## src/rtl/route_pkg.sv

```systemverilog
// Shared types and sizing for the route query master and its engine link.
package route_pkg;

    localparam int unsigned STN_W             = 4;
    localparam int unsigned EDGE_W            = 2 * STN_W;
    localparam int unsigned LAT_W             = 15;
    localparam int unsigned TIMEOUT_DEFAULT   = 30000;
    localparam int unsigned MAX_EDGES_DEFAULT = 32;

    typedef enum logic [2:0] {
        IDLE,
        SEND,
        WAIT,
        CHECK,
        DONE
    } state_e;

    typedef struct packed {
        logic [STN_W-1:0] src;
        logic [STN_W-1:0] dst;
    } edge_t;

endpackage

```

## src/rtl/route_query_master_if.sv

```systemverilog
// Engine-side link of the route query protocol: edge stream out, one-cycle cost reply back.
interface route_query_master_if;
    import route_pkg::*;

    logic             in_valid;
    logic [STN_W-1:0] source;
    logic [STN_W-1:0] destination;
    logic             out_valid;
    logic [STN_W-1:0] cost;

    modport master (
        output in_valid,
        output source,
        output destination,
        input  out_valid,
        input  cost
    );

    modport slave (
        input  in_valid,
        input  source,
        input  destination,
        output out_valid,
        output cost
    );

endinterface

```

## src/rtl/edge_fifo.sv

```systemverilog
// Synchronous FIFO holding the host-loaded edge list; clear empties it in one cycle.
module edge_fifo #(
    parameter int unsigned DEPTH = 32,
    parameter int unsigned WIDTH = 8,
    localparam int unsigned PTR_W = (DEPTH > 1) ? $clog2(DEPTH) : 1,
    localparam int unsigned CNT_W = $clog2(DEPTH + 1)
) (
    input  logic             clk,
    input  logic             rst_n,
    input  logic             clear,
    input  logic             push,
    input  logic             pop,
    input  logic [WIDTH-1:0] wdata,
    output logic [WIDTH-1:0] rdata,
    output logic [CNT_W-1:0] count,
    output logic             full,
    output logic             empty
);

    logic [WIDTH-1:0] mem_q [DEPTH];
    logic [PTR_W-1:0] wr_ptr_q, rd_ptr_q;
    logic [CNT_W-1:0] count_q;
    logic             do_push, do_pop;

    function automatic logic [PTR_W-1:0] ptr_inc(input logic [PTR_W-1:0] ptr);
        return (ptr == PTR_W'(DEPTH - 1)) ? '0 : ptr + 1'b1;
    endfunction

    assign full    = (count_q == CNT_W'(DEPTH));
    assign empty   = (count_q == '0);
    assign do_push = push && !full;
    assign do_pop  = pop && !empty;
    assign rdata   = mem_q[rd_ptr_q];
    assign count   = count_q;

    always_ff @(posedge clk or negedge rst_n) begin
        if (!rst_n) begin
            wr_ptr_q <= '0;
            rd_ptr_q <= '0;
            count_q  <= '0;
        end else if (clear) begin
            wr_ptr_q <= '0;
            rd_ptr_q <= '0;
            count_q  <= '0;
        end else begin
            if (do_push) begin
                wr_ptr_q <= ptr_inc(wr_ptr_q);
            end
            if (do_pop) begin
                rd_ptr_q <= ptr_inc(rd_ptr_q);
            end
            unique case ({do_push, do_pop})
                2'b10:   count_q <= count_q + 1'b1;
                2'b01:   count_q <= count_q - 1'b1;
                default: count_q <= count_q;
            endcase
        end
    end

    // Storage needs no reset: entries are only read after being written.
    always_ff @(posedge clk) begin
        if (do_push) begin
            mem_q[wr_ptr_q] <= wdata;
        end
    end

endmodule

```

## src/rtl/route_query_master.sv

```systemverilog
// Initiator for the station/edge protocol: streams a host-loaded edge list to the path-cost
// engine, waits for its one-cycle reply and reports cost, reply latency and protocol errors.
module route_query_master
    import route_pkg::*;
#(
    parameter int unsigned MAX_EDGES = MAX_EDGES_DEFAULT,
    parameter int unsigned TIMEOUT   = TIMEOUT_DEFAULT
) (
    input  logic                 clk,
    input  logic                 rst_n,
    input  logic                 wr_en,
    input  logic [STN_W-1:0]     wr_src,
    input  logic [STN_W-1:0]     wr_dst,
    input  logic                 start,
    output logic                 full,
    output logic                 busy,
    output logic                 done,
    output logic [STN_W-1:0]     result_cost,
    output logic [LAT_W-1:0]     latency,
    output logic                 timeout_err,
    output logic                 proto_err,
    route_query_master_if.master eng
);

    localparam int unsigned      CNT_W    = $clog2(MAX_EDGES + 1);
    localparam logic [LAT_W-1:0] LAT_LAST = LAT_W'(TIMEOUT - 1);

    state_e           state_q, state_d;
    logic [LAT_W-1:0] lat_cnt_q, lat_cnt_d;
    logic [LAT_W-1:0] lat_q, lat_d;
    logic [STN_W-1:0] cost_q, cost_d;
    logic             terr_q, terr_d;
    logic             perr_q, perr_d;

    edge_t            wr_edge, head;
    logic [CNT_W-1:0] fifo_count;
    logic             fifo_push, fifo_pop, fifo_clear, fifo_empty;
    logic             start_ok, sending;

    assign wr_edge   = '{src: wr_src, dst: wr_dst};
    assign fifo_push = wr_en && (state_q == IDLE) && !full;
    // A same-cycle push already counts, so start sees the buffer as non-empty.
    assign start_ok  = start && (state_q == IDLE) && (!fifo_empty || fifo_push);

    edge_fifo #(
        .DEPTH (MAX_EDGES),
        .WIDTH (EDGE_W)
    ) u_edge_fifo (
        .clk   (clk),
        .rst_n (rst_n),
        .clear (fifo_clear),
        .push  (fifo_push),
        .pop   (fifo_pop),
        .wdata (wr_edge),
        .rdata (head),
        .count (fifo_count),
        .full  (full),
        .empty (fifo_empty)
    );

    always_comb begin
        state_d    = state_q;
        lat_cnt_d  = lat_cnt_q;
        lat_d      = lat_q;
        cost_d     = cost_q;
        terr_d     = terr_q;
        perr_d     = perr_q;
        fifo_pop   = 1'b0;
        fifo_clear = 1'b0;

        unique case (state_q)
            IDLE: begin
                if (start_ok) begin
                    state_d = SEND;
                    terr_d  = 1'b0;
                    perr_d  = 1'b0;
                end
            end
            SEND: begin
                fifo_pop  = 1'b1;
                lat_cnt_d = '0;
                if (fifo_count <= CNT_W'(1)) begin
                    state_d = WAIT;
                end
            end
            WAIT: begin
                if (eng.out_valid) begin
                    cost_d  = eng.cost;
                    lat_d   = lat_cnt_q;
                    state_d = CHECK;
                end else if (lat_cnt_q >= LAT_LAST) begin
                    // No reply: report saturated latency and a zero cost.
                    terr_d  = 1'b1;
                    cost_d  = '0;
                    lat_d   = LAT_LAST;
                    state_d = DONE;
                end else begin
                    lat_cnt_d = lat_cnt_q + 1'b1;
                end
            end
            CHECK: begin
                if (eng.out_valid) begin
                    perr_d = 1'b1;
                end
                state_d = DONE;
            end
            DONE: begin
                fifo_clear = 1'b1;
                state_d    = IDLE;
            end
            default: state_d = IDLE;
        endcase

        // A reply outside WAIT/CHECK is a protocol violation and is otherwise ignored.
        if (eng.out_valid && (state_q == IDLE || state_q == SEND || state_q == DONE)) begin
            perr_d = 1'b1;
        end
    end

    always_ff @(posedge clk or negedge rst_n) begin
        if (!rst_n) begin
            state_q   <= IDLE;
            lat_cnt_q <= '0;
            lat_q     <= '0;
            cost_q    <= '0;
            terr_q    <= 1'b0;
            perr_q    <= 1'b0;
        end else begin
            state_q   <= state_d;
            lat_cnt_q <= lat_cnt_d;
            lat_q     <= lat_d;
            cost_q    <= cost_d;
            terr_q    <= terr_d;
            perr_q    <= perr_d;
        end
    end

    // Outputs decode straight from the state register so reset clears them immediately.
    assign sending         = (state_q == SEND);
    assign eng.in_valid    = sending;
    assign eng.source      = sending ? head.src : '0;
    assign eng.destination = sending ? head.dst : '0;
    assign busy            = (state_q != IDLE);
    assign done            = (state_q == DONE);
    assign result_cost     = cost_q;
    assign latency         = lat_q;
    assign timeout_err     = terr_q;
    assign proto_err       = perr_q;

endmodule

```

## src/flat_wrapper.sv

```systemverilog
// flat-port wrapper written by rule: the top's interface ports become plain ports
module route_query_master_flat import route_pkg::*;
#(
    parameter int unsigned MAX_EDGES = MAX_EDGES_DEFAULT,
    parameter int unsigned TIMEOUT   = TIMEOUT_DEFAULT
)
  (clk, rst_n, wr_en, wr_src, wr_dst, start, full, busy, done, result_cost, latency, timeout_err, proto_err, eng_in_valid, eng_source, eng_destination, eng_out_valid, eng_cost);
  route_query_master_if eng_i ();
  input  logic clk;
  input  logic rst_n;
  input  logic wr_en;
  input  logic [STN_W-1:0] wr_src;
  input  logic [STN_W-1:0] wr_dst;
  input  logic start;
  output logic full;
  output logic busy;
  output logic done;
  output logic [STN_W-1:0] result_cost;
  output logic [LAT_W-1:0] latency;
  output logic timeout_err;
  output logic proto_err;
  output wire logic [$bits(eng_i.in_valid)-1:0] eng_in_valid;
  output wire logic [$bits(eng_i.source)-1:0] eng_source;
  output wire logic [$bits(eng_i.destination)-1:0] eng_destination;
  input wire logic [$bits(eng_i.out_valid)-1:0] eng_out_valid;
  input wire logic [$bits(eng_i.cost)-1:0] eng_cost;
  assign eng_in_valid = eng_i.in_valid;
  assign eng_source = eng_i.source;
  assign eng_destination = eng_i.destination;
  assign eng_i.out_valid = eng_out_valid;
  assign eng_i.cost = eng_cost;
  route_query_master #(.MAX_EDGES(MAX_EDGES), .TIMEOUT(TIMEOUT)) u_core (.clk(clk), .rst_n(rst_n), .wr_en(wr_en), .wr_src(wr_src), .wr_dst(wr_dst), .start(start), .full(full), .busy(busy), .done(done), .result_cost(result_cost), .latency(latency), .timeout_err(timeout_err), .proto_err(proto_err), .eng(eng_i));
endmodule
```

## config.mk

```make
export PLATFORM = sky130hd
export DESIGN_NAME = route_query_master_flat
export DESIGN_NICKNAME = d
export VERILOG_FILES = /design/src/rtl/route_pkg.sv /design/src/rtl/route_query_master_if.sv /design/src/rtl/edge_fifo.sv /design/src/rtl/route_query_master.sv /design/src/flat_wrapper.sv
export SDC_FILE = /design/constraint.sdc
export NUM_CORES = 1
export LEC_CHECK = 0
export ABC_CLOCK_PERIOD_IN_PS = 3800
export BUFFER_PORTS_ARGS = -buffer_cell sky130_fd_sc_hd__buf_4
export CAP_MARGIN = 25
export CORE_MARGIN = 4
export CORE_UTILIZATION = 30
export CTS_BUF_LIST = sky130_fd_sc_hd__clkbuf_8
export CTS_CLUSTER_SIZE = 25
export DETAILED_ROUTE_END_ITERATION = 10
export GPL_TIMING_DRIVEN = 1
export SYNTH_ARGS = -nofsm -noshare
export SYNTH_HDL_FRONTEND = slang
export SYNTH_SLANG_ARGS = --single-unit
export TNS_END_PERCENT = 100
```

## constraint.sdc

```tcl
create_clock -name clk -period 3.8 [get_ports clk]
set_clock_uncertainty 0.15 [all_clocks]
set_input_delay 0.38 -clock clk [delete_from_list [all_inputs] [get_ports clk]]
set_output_delay 0.38 -clock clk [all_outputs]
set_load 0.005 [all_outputs]
```

==> summary.txt, run 1 <==
Outcome
  – Status: finished clean

Placed design
  – Placed Area: 0.01404 sq mm
  – Dpl cells: 1,358
  – Placement Setup Slack: 261.6 ps
  – Routability Congestion: 0.7626
  – Count of input and output buffers: 49
  – DPL Wire Length: 17,780 microns

Finish
  – Most frequent cells in the layout: 256 x edfxtp_1, 89 x buf_4, 73 x nor2_1
  – Layout Utilization: 35.71%
  – Layout area overhead: 17.28%
  – Area occupied by multi-input gates: 0.003528 sq mm
  – Non-filler cells, final: 1,450
  – Design area: 0.01505 sq mm
  – Seq. cell area: 0.009071 sq mm
  – Fin nets: 907
  – Fillers: 3,936
  – Share of cells above drive strength 1: 25.60%
  – Most common cell after layout, fill and taps aside: edfxtp_1

STA
  – Worst Max-Slew Pin Slew: 967.5 ps
  – Upper clock frequency limit: 282.1 MHz
  – Final Max Tran Viols: 0
  – Final Hold Viols: 0
  – Min Tclk post-route: 3545 ps
  – Slew HR: 35.26%
  – Final setup viols: 0
  – Final worst path period share: 93.29%
  – Final WS setup: 255.1 ps
  – Sum Neg Setup Slack: 0 ps
  – Worst Hold Slack: 60.12 ps
  – RSZ-0062 raised after global routing: false

Drt
  – WL per Instance: 20.11 microns
  – Final Routed Wirelength: 29,160 microns
  – Post-route DRC: 0
  – Antenna viol nets, final: 0
  – Vias after detailed routing: 7,295
  – DR iter-0 viols: 653
  – Vias per inst: 5.031
  – First-pass DRT Iterations: 5

Setup path
  – Crit-path max FO: 13
  – Crit path from: u_core.u_edge_fifo.rd_ptr_q[0]
  – Reg-to-Reg Start: u_core.u_edge_fifo.count[1]
  – CP Data Required Time: 3270 ps
  – Crit path launch type: flop
  – CP endpoint kind: primary output
  – Data arrival, critical path: 3010 ps
  – CP Class: reg2out

Yosys
  – XOR/XNOR Fraction of Synth Area: 0.4096%
  – Largest family of logic cells by synthesized area: multiplexers
  – Synth Warn #: 0
  – Netlist cell types: 56
  – Mux cell area share after synthesis: 11.39%
  – Synth top area cells: edfxtp_1 60%, mux4_2 11%, dfrtp_1 11%
  – Async S/R FF share, synth: 17.68%
  – Post-synthesis net count: 801
  – Post-synth EDFFs: 256
  – Yosys top cell area share: 59.91%
  – Synth area leader: edfxtp_1
  – Main synth FF type: edfxtp_1
  – Synth Instances: 772
  – Simple-Gate Fraction of Synth Area: 7.079%
  – Synthesized area per cell: 16.62 sq um
  – Post-synthesis cell area: 0.01283 sq mm
  – Adder-Cell Fraction of Synth Area: 1.170%
  – Sequential-to-total area share from yosys stat: 70.64%
  – FF+latch count, synth: 311
  – Area fraction in compound gates after synthesis: 7.431%

Die
  – Die W: 214.8 microns
  – Die area: 0.04614 sq mm
  – Rows: 75
  – I/O Pins: 50
  – Starting density of the core: 30.45%
  – Core area: 0.04213 sq mm
  – Die height: 214.8 microns

Global route
  – Largest net degree at the start of global routing: 56
  – Grt total ovfl: 0
  – Initial antenna violation count: 1
  – Global-route usage over all layers: 12.60%
  – Global-route wire length before repair: 45,390 microns
  – Vias in the first global route: 7,472

Clock tree
  – Clock Sinks: 311
  – CTS buffer count: 50
  – H-tree levels: 2
  – CTS tree: built
  – CTS Root Cell: clkbuf_8
  – Clock Pin Slew Worst Setup and Hold Paths: 60 ps
  – Worst-case clock buffer depth: 3
  – Clock Latency Late Sink: 580 ps

Run
  – Max-cap viol count: 0

Pwr
  – Share of power burned in registers: 43.3%
  – Clock power frac: 27.3%
  – Logic pwr share: 29.5%
  – P_sw: 3.037 mW
  – Pwr dens: 650.3 mW/mm^2
  – Max VDD drop: 0.3042 mV
  – Cell Int Power: 6.749 mW
  – Pleak: 5.140 nW
  – Total chip power: 9.786 mW
  – Switch share: 31.03%

Hold path
  – Worst hold start: wr_dst[1]
  – HP Class: in2reg
[synthesized netlist by cell type (all sizes together), types with 7 or more instances]
| cell | count |
|---|---|
| inv | 16 |
| nor2 | 74 |
| o2bb2ai | 10 |
| nand2b | 8 |
| clkbuf | 28 |
| ha | 12 |
| nand3 | 12 |
| a22o | 17 |
| buf | 16 |
| o22ai | 14 |
| and3 | 7 |
| a221oi | 16 |
| mux4 | 64 |
| edfxtp | 256 |
| nand2 | 39 |
| nor3 | 9 |
| a21oi | 30 |
| dfrtp | 55 |
| o21ai | 24 |
[cell type report]
cell class	count	area share [%]
diodes	1	0.01663
clock buffers	54	4.939
clock inverters	30	1.147
inverters	16	0.3991
multi-input cells	401	23.45
flip-flops and latches	311	60.28
well taps	539	4.482
repair buffers	98	5.288
[critical path: stages, from the launching register on]
cell	delay (ps)
dfrtp_4	630
buf_4	360
mux4_2	540
a22o_1	250
a221oi_1	280
o22ai_1	190
buf_4	180
[power groups by stage]
stage	sequential (mW)	clock, mW	combinational (mW)
final	4.23	2.67	2.89
after CTS	4.23	2.75	2.94
after global placement	4.32	0	2.83
after global routing	4.28	2.93	3.15
after detailed placement	4.32	0	2.85
after floorplan	4.09	0	1.96
[routing by layer]
| layer | routed length [microns] | up-vias | global-route usage, % |
|---|---|---|---|
| met5 | 0 | - | 0 |
| met4 | 685 | 0 | 4.236 |
| met3 | 1594 | 57 | 2.486 |
| met2 | 14350 | 211 | 20.67 |
| met1 | 12530 | 3745 | 16.89 |
| li1 | - | 3282 | - |
[cell families after synthesis]
group,Yosys count
AO/OA/AOI/OAI,136
XOR/XNOR,6
adder cells (fa/ha/maj),12
buffers and inverters,60
flip-flops,311
multiplexers,66
AND/OR/NAND/NOR,181
[path summary, 6_finish.rpt]
path	end	slack, ps	cells after the start
min in group asynchronous	u_core.latency[2]	270	2
min reg2reg	u_core.result_cost[2]	380	2
max in group asynchronous	u_core.u_edge_fifo.rd_ptr_q[1]	2670	2
max reg2reg	u_core.u_edge_fifo.count[5]	310	12
max	eng_destination[0]	260	6
min	u_core.u_edge_fifo.mem_q[30][1]	60	1
[flip-flops by register name, summed over array words and instances (netlist names)]
register / count
u_core.u_edge_fifo.mem_q: 256
u_core.u_edge_fifo.rd_ptr_q: 5
u_core.lat_cnt_q: 15
u_core.state_q: 3
u_core.proto_err: 1
u_core.u_edge_fifo.count: 6
u_core.result_cost: 4
u_core.latency: 15
u_core.timeout_err: 1
u_core.u_edge_fifo.wr_ptr_q: 5
[timing repair]
action,in CTS,in global routing
setup endpoints to repair,1,3
setup buffers,1,0
hold buffers,6,0
gates resized for setup,0,2
hold endpoints to repair,62,0
Note: power is estimated with default switching activity, not from simulation.
==> run 2: changes to the inputs <==
- ABC_CLOCK_PERIOD_IN_PS: 3800 -> 3700
- clock period: 3.8 -> 3.7 ns (I/O delays scaled with it)
==> summary.txt, run 2 (synthesized netlist as in run 1, its figures left out) <==
Setup path
  – Crit path launch type: flop
  – Cell mode on critical path: ha_1
  – CP endpoint kind: flop
  – Critical-path cell list: inv_1 > ha_1 > or3b_2 > nor3_2 > nor2_2 > inv_2 > ha_1 > or4b_2 > a21oi_1 > o21ai_0 > xnor2_1 > nor2_1
  – Crit-path max FO: 10
  – Max incr delay on CP: 580 ps
  – Slowest stage cell, crit path: or4b_2
  – Data arrival, critical path: 3630 ps
  – Buf+Inv Stages, Crit Path: 2
  – CP Data Required Time: 3990 ps
  – CP Class: reg2reg
  – CP top delay family: simple AND/OR/NAND/NOR gates

STA
  – Final Hold Viols: 0
  – Final setup viols: 0
  – Slew HR: 36.31%
  – Final Max Tran Viols: 0
  – Min Tclk post-route: 3333 ps
  – Sum Neg Setup Slack: 0 ps
  – Worst Max-Slew Pin Slew: 951.9 ps
  – Upper clock frequency limit: 300.0 MHz
  – RSZ-0062 raised after global routing: false
  – Final worst path period share: 90.09%

Hold path
  – HP Class: in2reg

Die
  – I/O Pins: 50
  – Die area: 0.04614 sq mm
  – Core area: 0.04213 sq mm
  – Die W: 214.8 microns
  – Rows: 75
  – Starting density of the core: 30.45%
  – Die height: 214.8 microns

Global route
  – Grt total ovfl: 0
  – Global-route wire length before repair: 44,890 microns
  – Global-route usage over all layers: 12.41%
  – GR Util met1: 16.61%
  – Vias in the first global route: 7,572
  – GRT busiest layer: met2
  – Met2 Usage GRT: 20.35%
  – Initial antenna violation count: 0
  – GR met3 Demand/Resource: 2.542%
  – Largest net degree at the start of global routing: 56

Drt
  – DR iter-0 viols: 567
  – Antenna viol nets, final: 0
  – First-pass DRT Iterations: 5
  – WL per Instance: 19.50 microns
  – Post-route DRC: 0
  – Vias after detailed routing: 7,232
  – Final Routed Wirelength: 28,640 microns
  – Vias per inst: 4.923

Placed design
  – Count of input and output buffers: 49
  – DPL Wire Length: 17,760 microns
  – Routability Congestion: 0.7776

Pwr
  – Logic pwr share: 30.8%
  – P_sw: 3.139 mW
  – Max VDD drop: 0.2401 mV
  – Pleak: 5.205 nW
  – Switch share: 31.05%
  – Cell Int Power: 6.969 mW
  – Clock power frac: 27.0%
  – Share of power burned in registers: 42.2%
  – Pwr dens: 666.6 mW/mm^2

Finish
  – Fillers: 3,925
  – Max reg flops: 256
  – Area occupied by multi-input gates: 0.003531 sq mm
  – Layout Utilization: 35.99%
  – Most frequent cells in the layout: 256 x edfxtp_1, 96 x buf_4, 73 x nor2_1
  – Most common cell after layout, fill and taps aside: edfxtp_1
  – Layout area overhead: 18.17%
  – Fin nets: 919
  – Seq. cell area: 0.009069 sq mm
  – Most flop-heavy register: u_core.u_edge_fifo.mem_q
  – Share of cells above drive strength 1: 25.94%

Clock tree
  – Worst-case clock buffer depth: 3
  – Clock Latency Late Sink: 580 ps
  – CTS tree: built
  – H-tree levels: 2
  – CTS buffer count: 51
  – CTS Root Cell: clkbuf_8
  – Clock Sinks: 311
  – Clock Pin Slew Worst Setup and Hold Paths: 60 ps

Outcome
  – Status: finished clean

Run
  – Max-cap viol count: 0
-- run 2: changes by cell type in the layout (fill, tap and decap cells not counted), sizes merged --
| cell | previous run | this run |
|---|---|---|
| dlygate4sd3 | 6 | 8 |
| clkinvlp | 0 | 1 |
| clkinv | 10 | 18 |
| buf | 92 | 101 |
| clkbuf | 54 | 51 |
| inv | 35 | 37 |
-- run 2: worst paths after layout --
check,startpoint,endpoint,slack [ps],cells after the start
setup / recovery,u_core.u_edge_fifo.count[0],u_core.u_edge_fifo.count[5],370,12
hold reg to reg,u_core.result_cost[1],u_core.result_cost[1],390,2
setup reg to reg,u_core.u_edge_fifo.count[0],u_core.u_edge_fifo.count[5],370,12
hold / removal,wr_src[1],u_core.u_edge_fifo.mem_q[12][5],50,1
min in group asynchronous,rst_n,u_core.latency[3],250,2
max in group asynchronous,rst_n,u_core.u_edge_fifo.rd_ptr_q[0],2580,2
-- run 2: layout make-up --
type	instances	share of cell area [%]
sequential	311	59.81
multi-input combinational	401	23.29
timing repair buffer	109	5.942
clock buffer	51	4.629
tap	539	4.448
clock inverter	41	1.469
inverter	16	0.3961
antenna	1	0.01650
-- run 2: what timing repair did --
item | in CTS | in global routing
resized for setup | 0 | 1
buffers inserted | 1 | 6
setup endpoints to repair | 7 | 2
endpoints found under the hold margin | 94 | 0
hold buffers | 8 | 0
-- run 2: metal layers --
layer | vias up | part of all wire [%]
met5 | - | 0
met4 | 0 | 2.8
met3 | 50 | 5.2
met2 | 167 | 50
met1 | 3697 | 42
li1 | 3318 | -
-- run 2: power by group through the flow --
stage	registers, mW	logic, mW	clock network, mW
after floorplan	4.20	2.01	0
after global placement	4.42	2.93	0
after detailed placement	4.43	2.94	0
after CTS	4.32	3.03	2.83
after global routing	4.30	3.38	3.01
final	4.26	3.11	2.73
-- run 2: per-stage QoR --
stage               hold WS, ps  total power [mW]  instances  area (sq um)  setup WS, ps
floorplan                -75.59             6.213        772         12830         297.2
global placement          323.2             7.350       1361         14060         319.3
detailed placement        336.1             7.370       1361         14060         269.7
CTS                       7.203             10.18       1462         15080         99.78
global route              22.82             10.69       1468         15160         120.5
finish                    47.85             10.11       1469         15160         366.6
-- run 2: worst register-to-register path: stages (launching register included) --
cell and delay (ps):
dfrtp_1 450, inv_1 90, ha_1 200, or3b_2 500, nor3_2 200, nor2_2 110
inv_2 150, ha_1 190, or4b_2 580, a21oi_1 230, o21ai_0 150, xnor2_1 160
nor2_1 50
==> run 3: changes to the inputs <==
- CELL_PAD_IN_SITES_DETAIL_PLACEMENT: unset -> 0
- CELL_PAD_IN_SITES_GLOBAL_PLACEMENT: unset -> 1
- PLACE_DENSITY_LB_ADDON: unset -> 0.1
==> summary.txt, run 3 (synthesized netlist as in run 1, its figures left out) <==
Setup path
  – Worst Setup EP: eng_source[1]
  – Crit path from: u_core.u_edge_fifo.rd_ptr_q[0]
  – Slowest stage cell, crit path: dfrtp_4
  – Cell mode on critical path: buf_4
  – Worst reg2reg path depth: 12
  – Max incr delay on CP: 570 ps
  – CP Class: reg2out
  – Reg2Reg Setup Slack: 250 ps
  – Data arrival, critical path: 2940 ps
  – Crit path launch type: flop
  – Critical-path cell list: buf_12 > buf_4 > mux4_2 > a221oi_1 > o22ai_1 > buf_4
  – CP endpoint kind: primary output
  – CP Data Required Time: 3180 ps
  – Reg-to-reg endpoint: u_core.u_edge_fifo.count[5]
  – Reg-to-Reg Start: u_core.u_edge_fifo.count[1]
  – Crit-path max FO: 27

Clock tree
  – Clock Pin Slew Worst Setup and Hold Paths: 70 ps
  – CTS tree: built
  – Worst-case clock buffer depth: 3
  – CTS buffer count: 54
  – H-tree levels: 2
  – CTS Root Cell: clkbuf_8
  – Clock Sinks: 311
  – Clock Latency Late Sink: 620 ps

Die
  – Starting density of the core: 30.45%
  – Die height: 214.8 microns
  – Rows: 75
  – Core area: 0.04213 sq mm
  – Die area: 0.04614 sq mm
  – Die W: 214.8 microns
  – I/O Pins: 50

Finish
  – Design area: 0.01530 sq mm
  – Antenna Cells: 0
  – Fillers: 3,954
  – Most frequent cells in the layout: 256 x edfxtp_1, 93 x buf_4, 73 x nor2_1
  – Max reg flops: 256
  – Layout area overhead: 19.21%
  – Most flop-heavy register: u_core.u_edge_fifo.mem_q
  – Non-filler cells, final: 1,476
  – Fin nets: 924
  – Share of cells above drive strength 1: 26.04%
  – Most common cell after layout, fill and taps aside: edfxtp_1

STA
  – Final worst path period share: 93.50%
  – Slew HR: 29.32%
  – RSZ-0062 raised after global routing: false
  – Min Tclk post-route: 3459 ps
  – Final setup viols: 0
  – Final Hold Viols: 0
  – Upper clock frequency limit: 289.1 MHz
  – Worst Max-Slew Pin Slew: 1056 ps
  – Worst Hold Slack: 62.30 ps
  – Final WS setup: 240.6 ps
  – Final Max Tran Viols: 0

Pwr
  – Pwr dens: 685.5 mW/mm^2
  – Max VDD drop: 0.2750 mV
  – Pleak: 5.250 nW

Global route
  – Grt total ovfl: 0
  – Global-route wire length before repair: 48,330 microns
  – Largest net degree at the start of global routing: 56
  – Initial antenna violation count: 0
  – Global-route usage over all layers: 13.76%
  – Vias in the first global route: 7,860

Drt
  – Top routing layer in use: met4
  – Post-route DRC: 0
  – DR iter-0 viols: 408
  – Met3 WL: 1388 microns
  – First-pass DRT Iterations: 5
  – WL met2: 15,360 microns
  – Met1 Wirelength: 14,310 microns
  – Vias after detailed routing: 7,275
  – Final Routed Wirelength: 31,870 microns
  – WL per Instance: 21.59 microns
  – Antenna viol nets, final: 0
  – Vias per inst: 4.929

Placed design
  – Count of input and output buffers: 49
  – Dpl cells: 1,359
  – DPL Wire Length: 19,800 microns
  – Placed Area: 0.01404 sq mm
  – Routability Congestion: 0.7516
  – Placement Setup Slack: -26.62 ps

Hold path
  – HP Class: in2reg

Outcome
  – Status: finished clean

Run
  – Max-cap viol count: 0
run 3: how the worst min path moves through the flow:
stage,from,end,slack [ps],cells past startpoint
final,wr_src[0],u_core.u_edge_fifo.mem_q[28][4],60,1
after global routing,wr_src[0],u_core.u_edge_fifo.mem_q[6][4],20,1
after CTS,wr_src[0],u_core.u_edge_fifo.mem_q[3][4],6,1
after detailed placement,rst_n,u_core.latency[7],360,1
after global placement,rst_n,u_core.latency[7],340,1
after floorplan,rst_n,u_core.lat_cnt_q[0],-80,0
run 3: repair_timing:
| item | 4_1_cts | 5_1_grt |
|---|---|---|
| resized for setup | 3 | 2 |
| endpoints found under the setup margin | 6 | 1 |
| pin swaps | 0 | 0 |
| endpoints found under the hold margin | 203 | 0 |
| hold buffers | 16 | 0 |
| buffers inserted | 3 | 0 |
run 3: per-layer routing:
layer / vias up / track usage [%]
li1: 3327 / -
met1: 3720 / 18.42
met2: 167 / 22.39
met3: 61 / 3.178
met4: 0 / 4.344
met5: - / 0
run 3: per-stage QoR:
step / utilization, % / setup TNS (ps) / power (mW)
6_report: 36.30 / 0 / 10.48
3_5_place_dp: 33.33 / -26.62 / 7.497
3_3_place_gp: 33.33 / 0 / 7.468
2_1_floorplan: - / 0 / 6.213
4_1_cts: 36.27 / 0 / 10.69
5_1_grt: 36.30 / 0 / 11.12
run 3: power breakdown:
group	switching, mW	internal (mW)	total [mW]
Combinational	1.54	1.55	3.09
Sequential	0.325	4.01	4.33
Clock	1.41	1.66	3.07
run 3: worst max-delay path, delay by kind of cell, from the launching register on:
kind                   cells  cell delay, ps
buffers and inverters      3             690
AOI/OAI and AO/OA          2             520
muxes                      1             530
DFF                        1             570
run 3: cell type report:
cell class | instances | area [sq um] | share of cell area [%]
multi-input cells | 401 | 3547 | 23.19
repair buffers | 111 | 898.4 | 5.873
flip-flops and latches | 311 | 9071 | 59.30
clock buffers | 55 | 757.0 | 4.949
inverters | 16 | 60.06 | 0.3926
well taps | 539 | 674.4 | 4.409
clock inverters | 43 | 287.8 | 1.881
